File: src/rtl/tri_pkg.sv
// Shared definitions for the triangle twice-area scheduler: default sizes,
// derived datapath widths and the FSM state encoding.
package tri_pkg;

    localparam int N_REQ_DEF = 4;
    localparam int W_DEF     = 11;

    // Difference of two W-bit signed coordinates needs one extra bit.
    function automatic int diff_w(input int w);
        return w + 1;
    endfunction

    // (W+1)-bit difference times W-bit coordinate.
    function automatic int prod_w(input int w);
        return 2 * w + 1;
    endfunction

    // Sum of three products, two guard bits so it can never wrap.
    function automatic int sum_w(input int w);
        return 2 * w + 3;
    endfunction

    // Magnitude of the sum drops the sign bit.
    function automatic int area_w(input int w);
        return 2 * w + 2;
    endfunction

    // Requester index width, at least one bit.
    function automatic int id_w(input int n);
        return (n > 1) ? $clog2(n) : 1;
    endfunction

    localparam int DIFF_W_DEF = diff_w(W_DEF);
    localparam int PROD_W_DEF = prod_w(W_DEF);
    localparam int SUM_W_DEF  = sum_w(W_DEF);
    localparam int AREA_W_DEF = area_w(W_DEF);

    typedef enum logic [2:0] {
        IDLE  = 3'd0,
        GRANT = 3'd1,
        T1    = 3'd2,
        T2    = 3'd3,
        T3    = 3'd4,
        SUM   = 3'd5,
        ABS   = 3'd6,
        DONE  = 3'd7
    } state_t;

endpackage

File: src/rtl/tri_term.sv
// Shared term unit: p = (a - b) * c, full precision, purely combinational.
module tri_term
    import tri_pkg::*;
#(
    parameter int W = W_DEF
) (
    input  logic signed [W-1:0]         a,
    input  logic signed [W-1:0]         b,
    input  logic signed [W-1:0]         c,
    output logic signed [prod_w(W)-1:0] p
);

    localparam int DW = diff_w(W);
    localparam int PW = prod_w(W);

    logic signed [DW-1:0] diff;
    logic        [PW-1:0] diff_ext;
    logic        [PW-1:0] c_ext;

    // Sign-extend both factors to the product width; the low PW bits of the
    // product are then correct two's complement regardless of signedness.
    always_comb begin
        diff     = {a[W-1], a} - {b[W-1], b};
        diff_ext = {{(PW-DW){diff[DW-1]}}, diff};
        c_ext    = {{(PW-W){c[W-1]}}, c};
        p        = diff_ext * c_ext;
    end

endmodule

File: src/rtl/tri_area_sched.sv
// Round-robin scheduler that grants one requester at a time, latches its
// triangle and computes twice the absolute area with one shared term unit.
// All state advances on the falling clock edge.
module tri_area_sched
    import tri_pkg::*;
#(
    parameter int N_REQ = N_REQ_DEF,
    parameter int W     = W_DEF
) (
    input  logic                      clk,
    input  logic                      rst_n,
    input  logic [N_REQ-1:0]          req,
    input  logic [N_REQ*6*W-1:0]      vtx,
    output logic [N_REQ-1:0]          gnt,
    output logic                      out_valid,
    input  logic                      out_ready,
    output logic [id_w(N_REQ)-1:0]    out_id,
    output logic [area_w(W)-1:0]      area2,
    output logic                      degen,
    output logic                      busy
);

    localparam int IDW = id_w(N_REQ);
    localparam int PW  = prod_w(W);
    localparam int SW  = sum_w(W);
    localparam int AW  = area_w(W);
    localparam int VW  = 6 * W;

    state_t state;
    state_t next_state;

    logic [IDW-1:0] ptr;
    logic [IDW-1:0] pick;
    logic           found;
    logic [VW-1:0]  sel_vtx;
    logic [VW-1:0]  lat;

    logic signed [W-1:0] p1x, p1y, p2x, p2y, p3x, p3y;
    logic signed [W-1:0] ta, tb, tc;
    logic signed [PW-1:0] term;
    logic signed [PW-1:0] t1, t2, t3;
    logic signed [SW-1:0] s_r;
    logic [AW-1:0]        area_nx;
    logic [AW-1:0]        area_r;
    logic                 degen_r;
    logic [IDW-1:0]       id_r;

    // Search upward from the last granted index, wrapping; MSB flags a hit.
    function automatic logic [IDW:0] rr_pick(input logic [N_REQ-1:0] r,
                                             input logic [IDW-1:0]   last);
        logic           hit;
        logic [IDW-1:0] sel;
        int             idx;
        hit = 1'b0;
        sel = '0;
        for (int k = 1; k <= N_REQ; k++) begin
            idx = (int'(last) + k) % N_REQ;
            if (!hit && r[idx]) begin
                hit = 1'b1;
                sel = IDW'(idx);
            end
        end
        return {hit, sel};
    endfunction

    assign {found, pick} = rr_pick(req, ptr);

    // Pick out the vertex bundle of the currently selected requester.
    always_comb begin
        sel_vtx = '0;
        for (int i = 0; i < N_REQ; i++) begin
            if (pick == IDW'(i)) begin
                sel_vtx = vtx[i*VW +: VW];
            end
        end
    end

    assign p1x = lat[5*W +: W];
    assign p1y = lat[4*W +: W];
    assign p2x = lat[3*W +: W];
    assign p2y = lat[2*W +: W];
    assign p3x = lat[1*W +: W];
    assign p3y = lat[0 +: W];

    // Steer the latched coordinates into the single term unit per phase.
    always_comb begin
        ta = p2y;
        tb = p3y;
        tc = p1x;
        case (state)
            T2: begin
                ta = p3y;
                tb = p1y;
                tc = p2x;
            end
            T3: begin
                ta = p1y;
                tb = p2y;
                tc = p3x;
            end
            default: ;
        endcase
    end

    tri_term #(.W(W)) u_term (
        .a (ta),
        .b (tb),
        .c (tc),
        .p (term)
    );

    // Magnitude of the sum; negation is only needed on the low AW bits.
    always_comb begin
        area_nx = s_r[AW-1:0];
        if (s_r[SW-1]) begin
            area_nx = (~s_r[AW-1:0]) + AW'(1);
        end
    end

    // State register.
    always_ff @(negedge clk or negedge rst_n) begin
        if (!rst_n) begin
            state <= IDLE;
        end else begin
            state <= next_state;
        end
    end

    // Next-state logic and FSM-decoded outputs.
    always_comb begin
        next_state = state;
        gnt        = '0;
        out_valid  = 1'b0;
        busy       = (state != IDLE);
        case (state)
            IDLE:  if (|req) next_state = GRANT;
            GRANT: begin
                if (found) begin
                    gnt[pick]  = 1'b1;
                    next_state = T1;
                end else begin
                    next_state = IDLE;
                end
            end
            T1:    next_state = T2;
            T2:    next_state = T3;
            T3:    next_state = SUM;
            SUM:   next_state = ABS;
            ABS:   next_state = DONE;
            DONE: begin
                out_valid = 1'b1;
                if (out_ready) next_state = IDLE;
            end
            default: next_state = IDLE;
        endcase
    end

    // Datapath registers: latch job, accumulate terms, sum and take magnitude.
    always_ff @(negedge clk or negedge rst_n) begin
        if (!rst_n) begin
            ptr     <= IDW'(N_REQ - 1);
            lat     <= '0;
            id_r    <= '0;
            t1      <= '0;
            t2      <= '0;
            t3      <= '0;
            s_r     <= '0;
            area_r  <= '0;
            degen_r <= 1'b0;
        end else begin
            case (state)
                GRANT: begin
                    if (found) begin
                        lat  <= sel_vtx;
                        id_r <= pick;
                        ptr  <= pick;
                    end
                end
                T1:  t1 <= term;
                T2:  t2 <= term;
                T3:  t3 <= term;
                SUM: s_r <= {{2{t1[PW-1]}}, t1} + {{2{t2[PW-1]}}, t2}
                          + {{2{t3[PW-1]}}, t3};
                ABS: begin
                    area_r  <= area_nx;
                    degen_r <= (s_r == '0);
                end
                default: ;
            endcase
        end
    end

    assign area2  = area_r;
    assign out_id = id_r;
    assign degen  = degen_r & (state == DONE);

endmodule

File: config.mk
export PLATFORM = sky130hd
export DESIGN_NAME = tri_area_sched
export DESIGN_NICKNAME = d
export VERILOG_FILES = /design/src/rtl/tri_pkg.sv /design/src/rtl/tri_term.sv /design/src/rtl/tri_area_sched.sv
export SDC_FILE = /design/constraint.sdc
export NUM_CORES = 1
export LEC_CHECK = 0
export CAP_MARGIN = 20
export CORE_ASPECT_RATIO = 1.5
export CORE_MARGIN = 10
export CORE_UTILIZATION = 25
export CTS_CLUSTER_SIZE = 40
export DETAILED_ROUTE_END_ITERATION = 10
export PLACE_DENSITY = 0.5
export RECOVER_POWER = 100
export SLEW_MARGIN = 20
export SYNTH_ARGS = -nofsm -noshare
export SYNTH_HDL_FRONTEND = slang
export SYNTH_SLANG_ARGS = --single-unit
File: constraint.sdc
create_clock -name clk -period 15.83 [get_ports clk]
set_input_delay 4.749 -clock clk [delete_from_list [all_inputs] [get_ports clk]]
set_output_delay 4.749 -clock clk [all_outputs]
set_load 0.01 [all_outputs]
---- Yosys cells after proc, flatten, opt, wreduce, memory -nomap -nowiden ----
Index checks and enable logic that the tools add are counted.
word-level totals
  bits of input ports ..................... 271
  bits in registers ....................... 192
  output and inout bits ................... 33
  logic and storage cells ................. 98
operators by class
  bitwise logic cells ..................... 6
  muxes and demuxes ....................... 37
  magnitude comparators ................... 6
  add/subtract/negate cells ............... 8
  eq/ne operators ......................... 12
  reduce and logical (&&, ||, !) cells .... 18
  multiply operators ...................... 1
operators with widths
  operator                                             number
  2-to-1 mux 66 bit                                    4
  case mux 11 bit (2 select lines)                     3
  adder 24 x 23 -> 25 bit                              1
  zero test 25 bit                                     1
  adder 23 x 23 -> 24 bit                              1
  adder 24 x 1 -> 24 bit (second input constant)       1
  2-to-1 mux 24 bit                                    1
  inverter 24 bit                                      1
  case mux 3 bit (8 select lines)                      1
  multiplier 12 x 11 -> 23 bit                         1
  < comparator 3 x 4 -> 1 bit (second input constant)  4
  2-to-1 mux 1 bit                                     14
  == test 3 bit (second input constant)                4
  subtractor 11 x 11 -> 12 bit                         1
  2-to-1 mux 2 bit                                     5
  binary-select mux 1 bit (select 2 bit)               4
  2-to-1 mux 4 bit                                     2
  OR reduction 2 bit                                   4
  == test 3 x 2 -> 1 bit (second input constant)       2
  2-to-1 mux 3 bit                                     2
  adder 2 x 1 -> 2 bit (second input constant)         2
  adder 2 bit (second input constant)                  2
  bitwise AND 1 bit (first input constant)             4
  == test 2 bit (second input constant)                2
  other kinds (14)                                     21

---- Logic depth before layout (Yosys ltp) ----
  depth after elaboration ................. 22
  mapped depth ............................ 38
  depth with buffers taken out ............ 34

---- By module ----
A second synthesis with hierarchy kept.
second synthesis, totals
  cell total of the unflattened synthesis .. 1918
  area total of the unflattened synthesis .. 17576.9 µm²
by module, submodules not included
  module          times used  area each (µm²)  cells each
  tri_area_sched  1           11743.8          1234
  tri_term        1           5833.1           684

==> flow_summary.yaml <==
detailed_routing:
  drcViolationCount: 0
  routedWlPerCell_um: 16.2
  avgViaCountPerCell: 4.54
  drt-initial-drc-count: 730
  vias: 15200
  ant_nets: 0
  wirelength_mm: 54.1
  drtPass1Iterations: 5
clock_tree:
  cts_hold_buf: 0
  htreeDepth: 4
  root_buffer: "clkbuf_16"
  clkLatencyLatePin_ns: 0.49
  clk_pin_slew_worst_paths_ns: 0.05
  post-cts-setup-buffer-count: 0
  cts_tree: "done"
  cts_buffer_depth: 2
  clock-sinks: 192
  ctsResizeCount: 0
  tritoncts.num_buffers: 17
yosys:
  syn-num-nets: 2703
  synth_area_leader_cell: "dfrtn_1"
  yosysUniqueCellTypes: 64
  syn-instance-count: 2198
  ys_seq_area_frac: 0.279
  synth.cell_area_um2: 17200
  async_flop_share: 1.00
  yosysWarnings: 0
  yosys.area.top_type_share: 0.276
  syn_avg_cell_area_um2: 7.85
  synth_ff_type: "dfrtn_1"
  synth_seq_cells: 192
  yosys-top-cells-area: "dfrtn_1 (28%), fa_1 (17%), nand2_1 (10%)"
  synth_edf_count: 0
die:
  ios: 304
  die_w_um: 234
  row_count: 117
  die-area_um2: 80100
  dieHeight_um: 342
  core-area_um2: 68100
  initial_utilization: 0.253
status:
  status: "finished, violations left"
  violations: "max-capacitance violations, max-slew violations"
placed_design:
  placed_cells: 3313
  port_buffers: 303
  dp_slack_ns: 0.624
  dp_hpwl_mm: 44.5
  place_congestion: 0.914
cells_and_area:
  nFillCells: 7255
  syn2layout_area_growth_pct: 26.7
  nets: 2946
  instances_no_fill: 3349
  drive_gt1_frac: 0.0350
global_routing:
  grt_overflow: 0
  track_usage: 0.136
  antenna_found_initial: 3
  grt_pass1_vias: 16200
  grt_max_degree: 135
  grt_pass1_wl_mm: 87.0
timing:
  rsz0062_at_grt: "false"
  setup_viol_count_final: 0
  setup_slack_ns: 0.248
  tns_ns: 0
  whs_ns: 0.419
  slew_violations: 247
  skew_ns: 0.0672
  report.final.hold_viol_count: 0
  worstMarginPinSlew_ns: 2.95
  relSlewSlack: -0.966
critical_path:
  cp-end-kind: "primary output"
  crit_required_ns: 11.08
  start_kind: "flip-flop"
  path_max_fanout: 134
  critical_path_arrival_ns: 10.83
  setup.worst_path.class: "reg2out"
run:
  cap_viol_max_count: 4
min_path:
  hp-class: "reg2reg"
-- state kept, by name (all words and copies together), names as in the netlist --
| signal | flops |
|---|---|
| area2 | 24 |
| degen_r | 1 |
| lat | 66 |
| out_id | 2 |
| ptr | 2 |
| s_r | 25 |
| state | 3 |
| t1 | 23 |
| t2 | 23 |
| t3 | 23 |
-- final timing paths --
path                       slack, ns  depth (start not counted)                    to                  from
min in group asynchronous      12.79                          1  area2[0]$_DFFE_NN0P_                 rst_n
hold reg to reg                 0.42                          2  area2[2]$_DFFE_NN0P_  area2[2]$_DFFE_NN0P_
setup reg to reg                4.76                         29    t2[20]$_DFFE_NN0N_  state[2]$_DFFE_NN0P_
setup / recovery                0.25                          7                gnt[1]    ptr[0]$_DFFE_NN1P_
max in group asynchronous       1.02                          2    s_r[6]$_DFFE_NN0P_                 rst_n
hold / removal                  0.42                          2  area2[2]$_DFFE_NN0P_  area2[2]$_DFFE_NN0P_
-- critical path: stages (launching register included) --
cell and delay (ns):
dfstp_2 0.55, nand2b_1 0.18, o21ai_0 0.10, o21ai_0 0.35
o31ai_4 0.15, buf_12 0.23, and3_1 0.25, dlygate4sd3_1 0.60
-- cell type report --
class,count,area [µm²],area share
Antenna cell,3,7.51,0.000343
Clock buffer,18,439,0.0201
Clock inverter,16,155,0.00710
Inverter,178,668,0.0306
Multi-Input combinational cell,1712,11400,0.520
Sequential cell,192,4810,0.220
Tap cell,892,1120,0.0511
Timing Repair Buffer,338,3300,0.151
-- metal layers --
| metal | vias up | wire length (µm) | track usage |
|---|---|---|---|
| met5 | - | 0 | 0 |
| li1 | 7622 | - | - |
| met1 | 7184 | 21100 | 0.144 |
| met2 | 351 | 28300 | 0.252 |
| met4 | 0 | 1560 | 0.0492 |
| met3 | 51 | 3180 | 0.0365 |
-- synth_stat cells (3+ instances only) --
cell / number
fa_1: 148
nor2_1: 296
o211ai_1: 4
nand2b_1: 13
clkbuf_1: 89
nand3b_1: 4
o31ai_1: 12
a211o_1: 4
o21a_1: 5
a22oi_1: 4
o41ai_2: 3
o21ai_1: 6
nor3_1: 13
ha_1: 86
nand2_1: 477
and2_1: 12
or4_1: 4
o21ai_0: 256
a22o_1: 9
xor2_1: 46
a21oi_1: 70
o21bai_1: 10
xnor2_1: 37
a21o_1: 22
o221ai_1: 3
o41ai_1: 3
mux2_2: 6
a211oi_1: 4
buf_2: 8
or4_4: 4
dfrtn_1: 190
inv_1: 178
nor2b_1: 17
a31oi_1: 19
and3_1: 8
buf_1: 18
or3_1: 4
nand3_1: 72
-- layout by cell type, fill, tap and decap left out, types with 6 or more instances in the layout --
| cell type | instances |
|---|---|
| a21o_1 | 22 |
| a21oi_1 | 70 |
| a22o_1 | 9 |
| a31oi_1 | 19 |
| and2_1 | 11 |
| and3_1 | 8 |
| buf_4 | 19 |
| clkbuf_1 | 9 |
| clkbuf_16 | 17 |
| clkdlybuf4s50_1 | 267 |
| dfrtn_1 | 190 |
| dlygate4sd3_1 | 35 |
| fa_1 | 148 |
| ha_1 | 86 |
| inv_1 | 179 |
| mux2_2 | 6 |
| nand2_1 | 477 |
| nand2b_1 | 13 |
| nand3_1 | 72 |
| nor2_1 | 295 |
| nor2b_1 | 17 |
| nor3_1 | 13 |
| o21ai_0 | 263 |
| o21bai_1 | 10 |
| o31ai_1 | 11 |
| xnor2_1 | 37 |
| xor2_1 | 46 |
-- cell families (layout without fill, tap and decap cells) --
| group | Yosys count | in the layout | synth area share |
|---|---|---|---|
| other cells | 0 | 3 | 0 |
| xor+xnor | 83 | 83 | 0.0421 |
| simple gates | 937 | 937 | 0.225 |
| flops | 192 | 192 | 0.279 |
| compound gates | 449 | 449 | 0.150 |
| buf+inv | 294 | 550 | 0.0646 |
| mux | 8 | 8 | 0.00508 |
| fa+ha+maj | 235 | 235 | 0.235 |
-- through the flow --
stage | cell area (µm²) | utilization
2_1_floorplan | 17200 | -
3_3_place_gp | 21300 | 0.314
3_5_place_dp | 21300 | 0.314
4_1_cts | 21900 | 0.322
5_1_grt | 21900 | 0.321
6_report | 21900 | 0.321
Power is left out: the tool's default activity adds up to more than one toggle a clock period on the data nets, which glitch-free logic cannot reach.
